[src/rtl/chunk_add_ctrl.sv]
// chunk_add_ctrl: W-bit adder (W=N*K) built by time-multiplexing one N-bit ripple-carry adder, LSB slice first
// Ports: clk, rst_n (async active-low); in_valid/in_ready accept a, b, cin;
//        out_valid/out_ready hand off sum, cout; busy is high while slices are being added.
// Option: define CHUNK_ADD_OVF_EN to add output ovf (signed overflow of the W-bit result).
module chunk_rca #(
  parameter int N = 8
) (
  input  logic [N-1:0] a,
  input  logic [N-1:0] b,
  input  logic         ci,
  output logic [N-1:0] s,
  output logic         co
);
  logic [N:0] c;
  assign c[0] = ci;
  for (genvar i = 0; i < N; i++) begin : g_fa
    assign s[i]   = a[i] ^ b[i] ^ c[i];
    assign c[i+1] = (a[i] & b[i]) | (c[i] & (a[i] ^ b[i]));
  end
  assign co = c[N];
endmodule

module chunk_add_ctrl #(
  parameter int N = 8,
  parameter int K = 4
) (
  input  logic           clk,
  input  logic           rst_n,
  input  logic           in_valid,
  output logic           in_ready,
  input  logic [N*K-1:0] a,
  input  logic [N*K-1:0] b,
  input  logic           cin,
  output logic           out_valid,
  input  logic           out_ready,
  output logic [N*K-1:0] sum,
  output logic           cout,
  output logic           busy
`ifdef CHUNK_ADD_OVF_EN
  ,
  output logic           ovf
`endif
);
  localparam int W  = N * K;
  localparam int IW = K > 1 ? $clog2(K) : 1;
  typedef enum logic [1:0] {IDLE, RUN, DONE} state_t;
  state_t state, state_n;
  logic [W-1:0] a_r, b_r;
  logic [IW-1:0] idx;
  logic carry, acc, last, co;
  logic [N-1:0] s;
  assign in_ready  = state == IDLE || (state == DONE && out_ready);
  assign acc       = in_valid && in_ready;
  assign last      = idx == IW'(K - 1);
  assign out_valid = state == DONE;
  assign busy      = state == RUN;
  assign cout      = carry;
`ifdef CHUNK_ADD_OVF_EN
  // carry into the MSB is recovered from its operand and sum bits
  assign ovf = a_r[W-1] ^ b_r[W-1] ^ sum[W-1] ^ carry;
`endif
  chunk_rca #(.N(N)) u_rca (
    .a (a_r[idx*N +: N]),
    .b (b_r[idx*N +: N]),
    .ci(carry),
    .s (s),
    .co(co)
  );
  always_ff @(posedge clk or negedge rst_n)
    if (!rst_n) state <= IDLE;
    else        state <= state_n;
  always_comb begin
    state_n = state;
    state_n = acc ? RUN :
              (state == RUN && last) ? DONE :
              (state == DONE && out_ready) ? IDLE : state;
  end
  always_ff @(posedge clk or negedge rst_n)
    if (!rst_n) begin
      a_r   <= '0;
      b_r   <= '0;
      idx   <= '0;
      carry <= 1'b0;
      sum   <= '0;
    end else if (acc) begin
      a_r   <= a;
      b_r   <= b;
      carry <= cin;
      idx   <= '0;
    end else if (state == RUN) begin
      sum[idx*N +: N] <= s;
      carry           <= co;
      idx             <= last ? idx : idx + IW'(1);
    end
endmodule

[config.mk]
export PLATFORM = sky130hd
export DESIGN_NAME = chunk_add_ctrl
export DESIGN_NICKNAME = d
export VERILOG_FILES = /design/src/rtl/chunk_add_ctrl.sv
export SDC_FILE = /design/constraint.sdc
export NUM_CORES = 1
export LEC_CHECK = 0
export ABC_AREA = 1
export CAP_MARGIN = 10
export CORE_MARGIN = 1.5
export CORE_UTILIZATION = 41
export DETAILED_ROUTE_END_ITERATION = 8
export PLACE_DENSITY = 0.73
export SKIP_CTS_REPAIR_TIMING = 1
export SLEW_MARGIN = 20
export SYNTH_ARGS = -nofsm -noshare
export SYNTH_HDL_FRONTEND = slang
export SYNTH_SLANG_ARGS = --single-unit
[constraint.sdc]
create_clock -name clk -period 4.44 [get_ports clk]
set_clock_uncertainty 0.1 [all_clocks]
set_input_delay 0.666 -clock clk [delete_from_list [all_inputs] [get_ports clk]]
set_output_delay 0.666 -clock clk [all_outputs]
set_load 0.01 [all_outputs]
Yosys cells after proc, flatten, opt, wreduce, memory -nomap -nowiden
Cells that the tools add are included.
- bitwise operators: 41
- reductions and logical operators: 9
- add/subtract/negate cells: 2
- muxes and demuxes: 9
- shifts and indexed selects: 4
- eq/ne operators: 4
- operator list (kind ; count):
    variable part select 32 x 6 -> 8 bit ; 2
    negation 5 -> 34 bit ; 1
    variable shift 8 x 34 -> 32 bit, first input constant ; 1
    variable part select 8 x 34 -> 32 bit ; 1
    bitwise mux 32 bit ; 1
    AND 1 bit ; 16
    XOR 1 bit ; 16
    2-to-1 mux 2 bit ; 6
    OR 1 bit ; 8
    equality test 2 bit, second input constant ; 2
    AND reduction 2 bit ; 2
    logical AND 1 bit ; 3
    nonzero test 3 bit ; 1
    adder 2 x 1 -> 2 bit, second input constant ; 1
    equality test 2 x 1 -> 1 bit, second input constant ; 1
    logical NOT 2 bit ; 1
    2-to-1 mux 1 bit ; 2
    != test 2 bit, second input constant ; 1
    nonzero test 2 bit ; 1
    logical OR 1 bit ; 1
    inverter 1 bit ; 1
- output and inout port bits: 36
- input bits: 69
- register bits: 101

Logic depth before layout (Yosys ltp)
Gate-level depths: netlist of run 1.
- depth after elaboration: 20
- depth in mapped cells: 19
- gate-level depth less buffers: 17

Cells and area by module
From an unflattened synthesis of run 1, not the netlist that was laid out.
- cells, all modules: 631
- area, all modules: 4971.0 um^2
- modules (own cells, without submodules) (module ; area each (um^2) ; times used ; cells each ; sequential area each (um^2)):
    chunk_add_ctrl ; 4773.3 ; 1 ; 613 ; 2527.4
    chunk_rca ; 197.7 ; 1 ; 18 ; 0.0

Least setup slack after synthesis of run 1
Ideal clock, no wire load.
- path type: register to register
- start point: reg idx[0]
- end point: reg sum[15]
- cell stages (with the launch flop): 20
- setup time: 128 ps
- data arrival time: 3795 ps
- slack: 418 ps
- path through: dfrtp_1 -> buf_2 -> inv_1 -> buf_2 -> nand2_1 -> nand3_1 -> nand2_1 -> fa_1 -> fa_1 -> fa_1 -> fa_1 -> inv_1 -> fa_1 -> fa_1 -> fa_1 -> fa_1 -> inv_1 -> nor2_1 -> nand2_1 -> o21ai_0
- word-level cells in the longest chain between the ends: 19
- elaborated cells between the ends (all ways): 43
- ends and longest elaborated chain (what ; RTL line ; source):
    start, declared ; 49 ; logic [IW-1:0] idx;
    start signal, assigned ; 93 ; idx <= last ? idx : idx + IW'(1);
    variable part select 32 x 6 -> 8 bit, on equally long branches ; 63, 64 ;
    XOR 1 bit ; 17, 18 ;
    AND 1 bit ; 18 ; assign c[i+1] = (a[i] & b[i]) | (c[i] & (a[i] ^ b[i]));
    OR 1 bit ; 18 ;
    AND 1 bit ; 18 ;
    OR 1 bit ; 18 ;
    AND 1 bit ; 18 ;
    OR 1 bit ; 18 ;
    [3 not listed] ; n/a ;
    OR 1 bit ; 18 ;
    AND 1 bit ; 18 ;
    OR 1 bit ; 18 ;
    AND 1 bit ; 18 ;
    OR 1 bit ; 18 ;
    XOR 1 bit ; 17 ; assign s[i] = a[i] ^ b[i] ^ c[i];
    variable part select 8 x 34 -> 32 bit ; 91 ; sum[idx*N +: N] <= s;
    bitwise mux 32 bit * ; 91 ;
    end signal, assigned by index ; 91 ;
    end, declared ; 36 ; output logic [N*K-1:0] sum,
Every way passes the cells marked *; elsewhere a longest branch is shown, timed or not.
A chain may end at the register's enable or synchronous reset.

Worst setup path after layout of run 1
- start point: reg idx[0]
- end point: reg sum[31]
Same word-level chain as after synthesis.

==> results of run 1 <==
-- per-stage QoR --
| step | hold WS [ns] | setup slack (ns) | instances | power (uW) | area (um2) |
|---|---|---|---|---|---|
| after detailed placement | 0.370 | 0.346 | 809 | 4100 | 5950 |
| after global routing | 0.365 | 0.0358 | 825 | 5330 | 6250 |
| final | 0.286 | 0.309 | 825 | 4900 | 6250 |
| after CTS | 0.345 | 0.328 | 825 | 4910 | 6250 |
| after global placement | 0.367 | 0.470 | 809 | 4000 | 5950 |
| after floorplan | 0.270 | 0.418 | 588 | 3230 | 4850 |
-- cells by family (layout without fill, tap and decap cells) --
family | Yosys count | after routing | share of synthesized area (%)
and+or+nand+nor | 366 | 366 | 31.8
adders and majority gates | 13 | 13 | 4.59
DFF | 101 | 101 | 52.1
AOI/OAI and AO/OA | 58 | 58 | 6.06
buffers and inverters | 50 | 144 | 5.44
-- worst max path at each step --
stage / slack [ns] / cells after the start / to
after global routing: 0.04 / 17 / sum[31]
after global placement: 0.47 / 17 / sum[31]
final: 0.31 / 17 / sum[31]
after floorplan: 0.42 / 19 / sum[15]
after detailed placement: 0.35 / 17 / sum[31]
after CTS: 0.33 / 17 / sum[31]
-- power breakdown --
part	internal [uW]	switching [uW]
Clock	445	358
Sequential	1320	269
Combinational	990	1520
-- sequential cells by signal, summed over array words and instances, names as in the netlist --
name and flops:
a_r 32, b_r 32, sum 32, idx 2, state 2, cout 1
-- cell usage after synthesis --
master / number / area share, %
nand2_1: 222 / 17
nand3_2: 1 / 0.21
nand3_1: 95 / 9.8
nor2_4: 1 / 0.23
nand4_1: 1 / 0.13
a21oi_2: 1 / 0.18
clkbuf_1: 6 / 0.46
a21oi_1: 1 / 0.10
buf_1: 5 / 0.39
clkbuf_2: 1 / 0.10
o21ai_1: 14 / 1.4
ha_1: 5 / 1.3
buf_4: 1 / 0.15
nor2_8: 1 / 0.41
o21ai_0: 42 / 4.3
nand3b_1: 4 / 0.62
fa_1: 8 / 3.3
buf_2: 15 / 1.5
buf_6: 7 / 1.6
inv_2: 2 / 0.15
nand2_2: 2 / 0.26
inv_1: 13 / 1.0
dfrtp_1: 101 / 52
nor2_1: 39 / 3.0
-- per-layer routing --
metal  vias to the layer above  part of all wire [%]
met1                      2045                    43
li1                       2072                     -
met5                         -                     0
met4                         0                   1.9
met3                        19                   4.7
met2                       133                    50
-- area by class of cell --
type	count	area [um2]	share of cell area [%]
Multi-Input combinational cell	437	2070	33.1
Inverter	15	56.3	0.901
Timing Repair Buffer	113	1110	17.8
Clock inverter	7	80.1	1.28
Tap cell	143	179	2.86
Sequential cell	101	2530	40.4
Clock buffer	9	225	3.60
==> results.sh, run 1 <==
export IMPL_crit_type="register to register"
export IMPL_hold_viol_final=0
export IMPL_initial_core_util_pct=42.3
export IMPL_fmax_ghz=0.242
export IMPL_dp_hpwl_mm=8.95
export IMPL_critPathMaxStageDelay_ns=0.43
export IMPL_clkTransAtPathRegs_ns=0.07
export IMPL_vias_per_cell=5.17
export IMPL_met3_usage_pct=3.59
export IMPL_p_leak_uw=0.00301
export IMPL_die_w_um=112
export IMPL_layout_nets=759
export IMPL_syn_cell_area_mm2=0.00485
export IMPL_grt_pass1_vias=4311
export IMPL_netlist_instances=588
export IMPL_cpMostUsedCell="fa_1"
export IMPL_min_path_type="input pin to async pin"
export IMPL_dieArea_mm2=0.0125
export IMPL_crit_chain="inv_1 > nand2_1 > nand3_1 > nand2_1 > fa_1 > fa_1 > fa_1 > fa_1 > inv_1 > fa_1 > fa_1 > fa_1 > fa_1 > inv_1 > nor2_1 > nand2_1 > o21ai_0"
export IMPL_gp_congestion=0.853
export IMPL_r2r_setup_slack_ns=0.31
export IMPL_final_cell_mix="222 x nand2_1, 102 x clkdlybuf4s50_1, 101 x dfrtp_1"
export IMPL_rsz0062_at_grt="no"
export IMPL_reg2reg_from="idx[0]"
export IMPL_busiest_layer="met2"
export IMPL_post_drt_wl_per_cell_um=14.8
export IMPL_synthDistinctLibCells=24
export IMPL_worstPathMaxFanout=11
export IMPL_ir_drop_mv=0.350
export IMPL_post_route_util_pct=54.5
export IMPL_post_route_period_util_pct=93.0
export IMPL_fin_setup_tns_ns=0
export IMPL_antenna_found_initial=0
export IMPL_htreeDepth=3
export IMPL_pin_count=105
export IMPL_vias=4269
export IMPL_drt_first_pass_iters=5
export IMPL_critPathRequiredTime_ns=4.57
export IMPL_power_density_mw_per_mm2=784
export IMPL_n_antenna_cell=0
export IMPL_max_slew_margin_pct=45.6
export IMPL_grtUsageMet2_pct=34.7
export IMPL_core_mm2=0.0115
export IMPL_grt_pass1_wl_mm=20.6
export IMPL_clkLatencyLatePin_ns=0.35
export IMPL_worst_slew_pin_slew_ns=0.816
export IMPL_r2r_end="sum[31]"
export IMPL_finalSetupViolCount=0
export IMPL_cp_startpoint="idx[0]"
export IMPL_avgSynthCellArea_um2=8.25
export IMPL_critPathTopFamily="adder cells"
export IMPL_post_route_drc_count=0
export IMPL_critPathCaptureType="register"
export IMPL_wl_mm=12.2
export IMPL_clockBufferDepth=2
export IMPL_maxSlewViolCount=0
export IMPL_die_height_um=112
export IMPL_cp_slowest_cell="fa_1"
export IMPL_cts_tree="done"
export IMPL_grt_overflow_total=0
export IMPL_clock_sinks=101
export IMPL_grtUsageMet1_pct=27.0
export IMPL_ys_seq_area_share_pct=52.1
export IMPL_cap_violations=0
export IMPL_drtAntennaViolNets=0
export IMPL_yosysWarnings=0
export IMPL_fill_cells=1031
export IMPL_grt_start_max_net_pins=70
export IMPL_syn_nets=670
export IMPL_grt_total_usage_pct=20.4
export IMPL_fp_row_count=39
export IMPL_reg2reg_depth=17
export IMPL_drt_iter0_drc=274
export IMPL_mostFrequentLayoutCell="nand2_1"
export IMPL_cts_root_buf="clkbuf_16"
export IMPL_syn2layout_area_growth_pct=28.8
export IMPL_period_minus_slack_ns=4.13
export IMPL_portBuffers=104
export IMPL_cp_arrival_ns=4.26
export IMPL_cp_start_kind="register"
export IMPL_critPathBufInv=3
export IMPL_cts_buffers=9
export IMPL_ys_ff_latch=101
export IMPL_drive_gt1_share_pct=5.13
export IMPL_status="completed"
Note: power is estimated with default switching activity, not from simulation.
==> inputs of run 2 (changes only) <==
--- a/config.mk
+++ b/config.mk
@@ -10,6 +10,7 @@
 export CORE_MARGIN = 1.5
 export CORE_UTILIZATION = 41
 export DETAILED_ROUTE_END_ITERATION = 8
+export HOLD_SLACK_MARGIN = 0.12
 export PLACE_DENSITY = 0.73
 export SKIP_CTS_REPAIR_TIMING = 1
 export SLEW_MARGIN = 20
==> results of run 2 <==
The final DEF is identical to that of run 1; final timing and power are the same.
==> patch 1 (flow settings as in run 2) <==
Make the reset (`rst_n`) synchronous in 2 clocked blocks. Comments in the files are not updated.
--- a/src/rtl/chunk_add_ctrl.sv
+++ b/src/rtl/chunk_add_ctrl.sv
@@ -67,5 +67,5 @@
     .co(co)
   );
-  always_ff @(posedge clk or negedge rst_n)
+  always_ff @(posedge clk)
     if (!rst_n) state <= IDLE;
     else        state <= state_n;
@@ -76,5 +76,5 @@
               (state == DONE && out_ready) ? IDLE : state;
   end
-  always_ff @(posedge clk or negedge rst_n)
+  always_ff @(posedge clk)
     if (!rst_n) begin
       a_r   <= '0;
Check against the original RTL: differs if rst_n is asserted again (counterexample within 4 cycles, from zero or initial values and one cycle with rst_n low); with rst_n held inactive, the same outputs for 10 cycles.
==> patch 1 against run 2 <==
- cell area is 1.1% higher
- fmax is 2.1% lower
- die area is 0.43% lower
- synthesized area is 0.44% lower
- sequential cell count stayed put
- non-clock buffer count is 4 higher
- setup slack worse by 0.087 ns
- wire length is 5.1% lower
- first-iteration DRC count is 8.0% higher
- highest routed layer unchanged
Power is not compared: it rests on default switching activity, and its combinational part moved more than twofold at a synthesized area within 25%.
==> patch 1: results (changes against run 2) <==
Parameter                              Value

Run status
  Outcome    finished clean

STA
  Min Hold Slack    0.365 ns (+0.0791 ns)
  Worst Max-Slew Pin Slew    0.762 ns (-0.0537 ns)
  Top achievable clock speed    237 MHz (-2.1%)
  Count of final max-slew check failures    0 (unchanged)

Synthesis
  Async set-reset flop share out of synthesis    0 (-1.00)
  Commonest cells in the synthesized netlist    220 x sky130_fd_sc_hd__nand2_1, 157 x sky130_fd_sc_hd__nor2_1, 101 x sky130_fd_sc_hd__dfxtp_1
  Post-synthesis compound-gate area fraction    0.109 (+0.0487)
  Synthesized-area fraction occupied by xor and xnor cells    0 (unchanged)
  Multiplexer share of the synthesized area    0 (unchanged)
  Net Count, Synth    824 (+23%)
  Post-synthesis share of cell area spent on full adders, half adders and majority gates    0.0487 (+0.00279)
  Top cells by area, synth    sky130_fd_sc_hd__dfxtp_1 42%, sky130_fd_sc_hd__nand2_1 17%, sky130_fd_sc_hd__nor2_1 12%
  Unique cell type count in the Yosys netlist    21 (-13%)
  Number of instances in the synthesized netlist    741 (+26%)
  Synthesis warning total    0 (unchanged)
  Sequential fraction of the synthesis area    0.418 (-0.102)

Place
  Post-place instance area    5960 µm² (+0.19%)
  Detailed Place HPWL    8.25 mm (-7.7%)
  Input/output buffers    104 (unchanged)
  Pre-CTS setup slack    -0.0214 ns (-0.367 ns)
  Cells after DPL    962 (+19%)
  Placer congestion estimate    0.804 (-5.8%)

Global route
  Global-route wire length before repair    19.4 mm (-5.8%)
  Maximum number of pins on one net before global-route repair    75 (+7.1%)
  Number of antenna violations at the first check in global routing    0 (unchanged)
  Gr usage total    0.190 (-0.0142)
  Via count of the first global-routing pass    4,048 (-6.1%)

Critical path
  Flop-to-flop setup slack    0.22 ns (-0.09 ns)
  Highest fanout seen on the critical path    8 (-3)
  Arr. time, crit path    4.38 ns (+0.12 ns)

Hold path
  Class of the tightest hold or removal check    reg2reg

Drt
  Post-Route WL    11.6 mm (-5.1%)
  Iteration count of the initial detailed-routing pass    5 (unchanged)
  Number of vias per cell after detailed routing    4.59 (-11%)
  Initial detailed-routing violation count    296 (+8.0%)
  Detail-routed net length per standard cell    11.8 µm (-20%)

CTS
  Worst-case clock buffer depth    2 (unchanged)
  Clock tree root buffer cell    sky130_fd_sc_hd__clkbuf_16
  Clock transition at the registers of the reported paths    0.07 ns (about the same)
  H-tree lvl count    3 (unchanged)
  Worst-skew pair later-pin latency    0.35 ns (about the same)
  CTS Buf Count    9 (unchanged)

Cells and area
  Total number of nets in the final design    917 (+21%)
  # diodes    0 (unchanged)
  Fill cell instance count of the final layout    1,126 (+9.2%)
  Most common cell after layout, fill and taps aside    sky130_fd_sc_hd__nand2_1
  Fraction of final layout cells with drive strength greater than 1    0.0572 (+0.00589)
  Top flop regs    a_r: 32 flops, b_r: 32 flops, sum: 32 flops

Power
  Worst vdd ir    0.168 mV
  Total leakage power    2.88 nW
-- patch 1: logic make-up after synthesis --
| group | Yosys count |
|---|---|
| flops | 101 |
| buf+inv | 133 |
| fa+ha+maj | 14 |
| simple gates | 388 |
| compound gates | 105 |
-- patch 1: path summary, 6_finish.rpt --
check                       startpoint              endpoint  depth (start not counted)
setup / recovery   idx[0]$_SDFFE_PP0P_  sum[31]$_SDFFE_PN0P_                         18
hold / removal    sum[16]$_SDFFE_PN0P_  sum[16]$_SDFFE_PN0P_                          2
setup reg to reg   idx[0]$_SDFFE_PP0P_  sum[31]$_SDFFE_PN0P_                         18
hold reg to reg   sum[16]$_SDFFE_PN0P_  sum[16]$_SDFFE_PN0P_                          2
-- patch 1: power breakdown --
| group | total [W] | internal [W] | switching, W | leakage (nW) |
|---|---|---|---|---|
| Combinational | 0.000414 | 0.000181 | 0.000233 | 1.91 |
| Clock | 0.000785 | 0.000440 | 0.000345 | 0.140 |
| Sequential | 0.000995 | 0.000967 | 0.0000278 | 0.832 |
| Total | 0.00219 | 0.00159 | 0.000606 | 2.88 |
-- patch 1: routing by layer --
layer | routed length [µm] | part of all wire | global-route usage | vias to the layer above
met1 | 5490 | 0.47 | 0.263 | 1992
li1 | - | - | - | 2404
met5 | 0 | 0 | 0 | -
met2 | 5440 | 0.47 | 0.302 | 103
met4 | 141 | 0.012 | 0.0591 | 0
met3 | 535 | 0.046 | 0.0354 | 11
-- patch 1: layout make-up --
cell class | instances | area [µm²] | share of cell area
clock buffers | 11 | 233 | 0.0368
clock inverters | 5 | 60.1 | 0.00950
inverters | 98 | 370 | 0.0586
multi-input cells | 507 | 2300 | 0.364
flip-flops and latches | 101 | 2030 | 0.321
well taps | 143 | 179 | 0.0283
repair buffers | 117 | 1150 | 0.183
-- patch 1: worst max-delay path, cell delays in order, from the launching register on --
cell and delay, ns:
sky130_fd_sc_hd__dfxtp_4 0.40, sky130_fd_sc_hd__buf_6 0.13, sky130_fd_sc_hd__o21ai_1 0.08, sky130_fd_sc_hd__a21oi_2 0.16, sky130_fd_sc_hd__fa_2 0.22, sky130_fd_sc_hd__inv_1 0.05
sky130_fd_sc_hd__fa_1 0.38, sky130_fd_sc_hd__fa_2 0.34, sky130_fd_sc_hd__inv_1 0.08, sky130_fd_sc_hd__fa_1 0.16, sky130_fd_sc_hd__inv_1 0.05, sky130_fd_sc_hd__fa_2 0.34
sky130_fd_sc_hd__fa_2 0.35, sky130_fd_sc_hd__fa_2 0.35, sky130_fd_sc_hd__fa_1 0.54, sky130_fd_sc_hd__nand2_1 0.08, sky130_fd_sc_hd__nor2_2 0.12, sky130_fd_sc_hd__nand2_1 0.07
sky130_fd_sc_hd__a21oi_2 0.14
==> patch 2 (flow settings as in run 2) <==
Without the edit above. `K`: 4 -> 2.
--- a/src/rtl/chunk_add_ctrl.sv
+++ b/src/rtl/chunk_add_ctrl.sv
@@ -23,5 +23,5 @@
 module chunk_add_ctrl #(
   parameter int N = 8,
-  parameter int K = 4
+  parameter int K = 2
 ) (
   input  logic           clk,
Interface: changed (resized a, b and sum); port bits go from 105 to 57. No check against the original RTL was run, so the function may have changed too.
==> patch 2 against run 2 <==
- sequential cell count is 49 lower
- critical path depth down 3
- setup slack better by 0.00088 ns
- global-route usage decreased by 2.2 points
- total power fell by 52%
- cell area decreased by 49%
- wire length down 57%
- sequential share of layout area grew 0.50 points
- synthesized area fell by 49%
- synthesized cell count fell by 56%
==> patch 2: results (changes against run 2) <==
Parameter                              Value

Run status
  Outcome    finished clean

Place
  Post-place instance area    3070 µm² (-48%)
  Pre-CTS setup slack    0.318 ns (-0.0272 ns)
  Cells after DPL    375 (-54%)
  Input/output buffers    56 (-46%)
  Placer congestion estimate    0.807 (-5.4%)
  Detailed Place HPWL    3.81 mm (-57%)

Power
  Worst vdd ir    0.324 mV (-7.2%)
  Total leakage power    1.56 nW (-48%)
  Switching power    0.000985 W (-54%)

STA
  Min Hold Slack    0.272 ns (-0.0137 ns)
  Min cycle time layout    4.13 ns (-0.000881 ns)
  Worst Max-Slew Pin Slew    0.683 ns (-0.133 ns)

Synthesis
  Post-synthesis share of cell area spent on full adders, half adders and majority gates    0.0641 (+0.0182)
  Post-synthesis compound-gate area fraction    0.0486 (-0.0120)
  Net Count, Synth    303 (-55%)
  Mean area per synthesized cell    9.68 µm² (+17%)
  Top cells by area, synth    sky130_fd_sc_hd__dfrtp_1 52%, sky130_fd_sc_hd__nand2_1 15%, sky130_fd_sc_hd__nand4_1 8.3%
  Synthesized-area fraction occupied by xor and xnor cells    0 (unchanged)
  Multiplexer share of the synthesized area    0.0481 (+0.0481)
  Commonest cells in the synthesized netlist    99 x sky130_fd_sc_hd__nand2_1, 52 x sky130_fd_sc_hd__dfrtp_1, 33 x sky130_fd_sc_hd__nand4_1
  Unique cell type count in the Yosys netlist    22 (-8.3%)
  Sequential fraction of the synthesis area    0.521 (about the same)

Global route
  Via count of the first global-routing pass    1,835 (-57%)
  Gr usage total    0.182 (-0.0220)
  Maximum number of pins on one net before global-route repair    53 (-24%)
  Global-route wire length before repair    9.05 mm (-56%)

Critical path
  Master of the slowest instance on the critical path    sky130_fd_sc_hd__dfrtp_1
  Highest fanout seen on the critical path    6 (-5)
  Worst stage delay on the critical path    0.47 ns (+0.04 ns)

Cells and area
  Top flop regs    a_r: 16 flops, b_r: 16 flops, sum: 16 flops
  Layout overhead on the synthesized area    27.2%
  Total number of nets in the final design    352 (-54%)
  Fill cell instance count of the final layout    546 (-47%)

CTS
  H-tree lvl count    2 (-1)
  CTS Buf Count    5 (-4)
  Clock tree root buffer cell    sky130_fd_sc_hd__clkbuf_8
  Worst-skew pair later-pin latency    0.30 ns (-0.05 ns)

Hold path
  Class of the tightest hold or removal check    in2async

Drt
  Iteration count of the initial detailed-routing pass    4 (-1)
  Number of vias per cell after detailed routing    5.07 (-2.0%)
  Post-route DRC    0 (unchanged)
  Routed vias    1,942 (-55%)
  Initial detailed-routing violation count    131 (-52%)
  Detail-routed net length per standard cell    13.8 µm (-7.0%)
[patch 2: worst paths after layout]
path	start	endpoint	cells after the start
min in group clk	a_r[0]$_DFFE_PN0P_	a_r[0]$_DFFE_PN0P_	2
setup / recovery	idx$_DFFE_PN0P_	sum[7]$_DFFE_PN0P_	14
hold / removal	rst_n	sum[6]$_DFFE_PN0P_	1
max in group asynchronous	rst_n	b_r[8]$_DFFE_PN0P_	1
hold reg to reg	a_r[0]$_DFFE_PN0P_	a_r[0]$_DFFE_PN0P_	2
setup reg to reg	idx$_DFFE_PN0P_	sum[7]$_DFFE_PN0P_	14
[patch 2: power groups by stage]
| stage | sequential, W | combinational (W) | clock (W) |
|---|---|---|---|
| 5_1_grt | 0.000876 | 0.00138 | 0.000344 |
| 3_5_place_dp | 0.000858 | 0.00122 | 0 |
| 3_3_place_gp | 0.000847 | 0.00118 | 0 |
| 6_report | 0.000848 | 0.00121 | 0.000315 |
| 2_1_floorplan | 0.000842 | 0.000827 | 0 |
| 4_1_cts | 0.000850 | 0.00123 | 0.000321 |
[patch 2: per-layer routing]
layer	up-vias	share of wire	global-route usage
met5	-	0	0
met4	0	0.011	0.0517
met3	6	0.055	0.0382
met2	52	0.47	0.286
met1	929	0.46	0.256
li1	955	-	-
[patch 2: area by class of cell]
type	instances	area share
clock inverter	2	0.0110
sequential	52	0.409
inverter	11	0.0130
tap	75	0.0295
timing repair buffer	59	0.183
multi-input combinational	178	0.332
clock buffer	6	0.0228
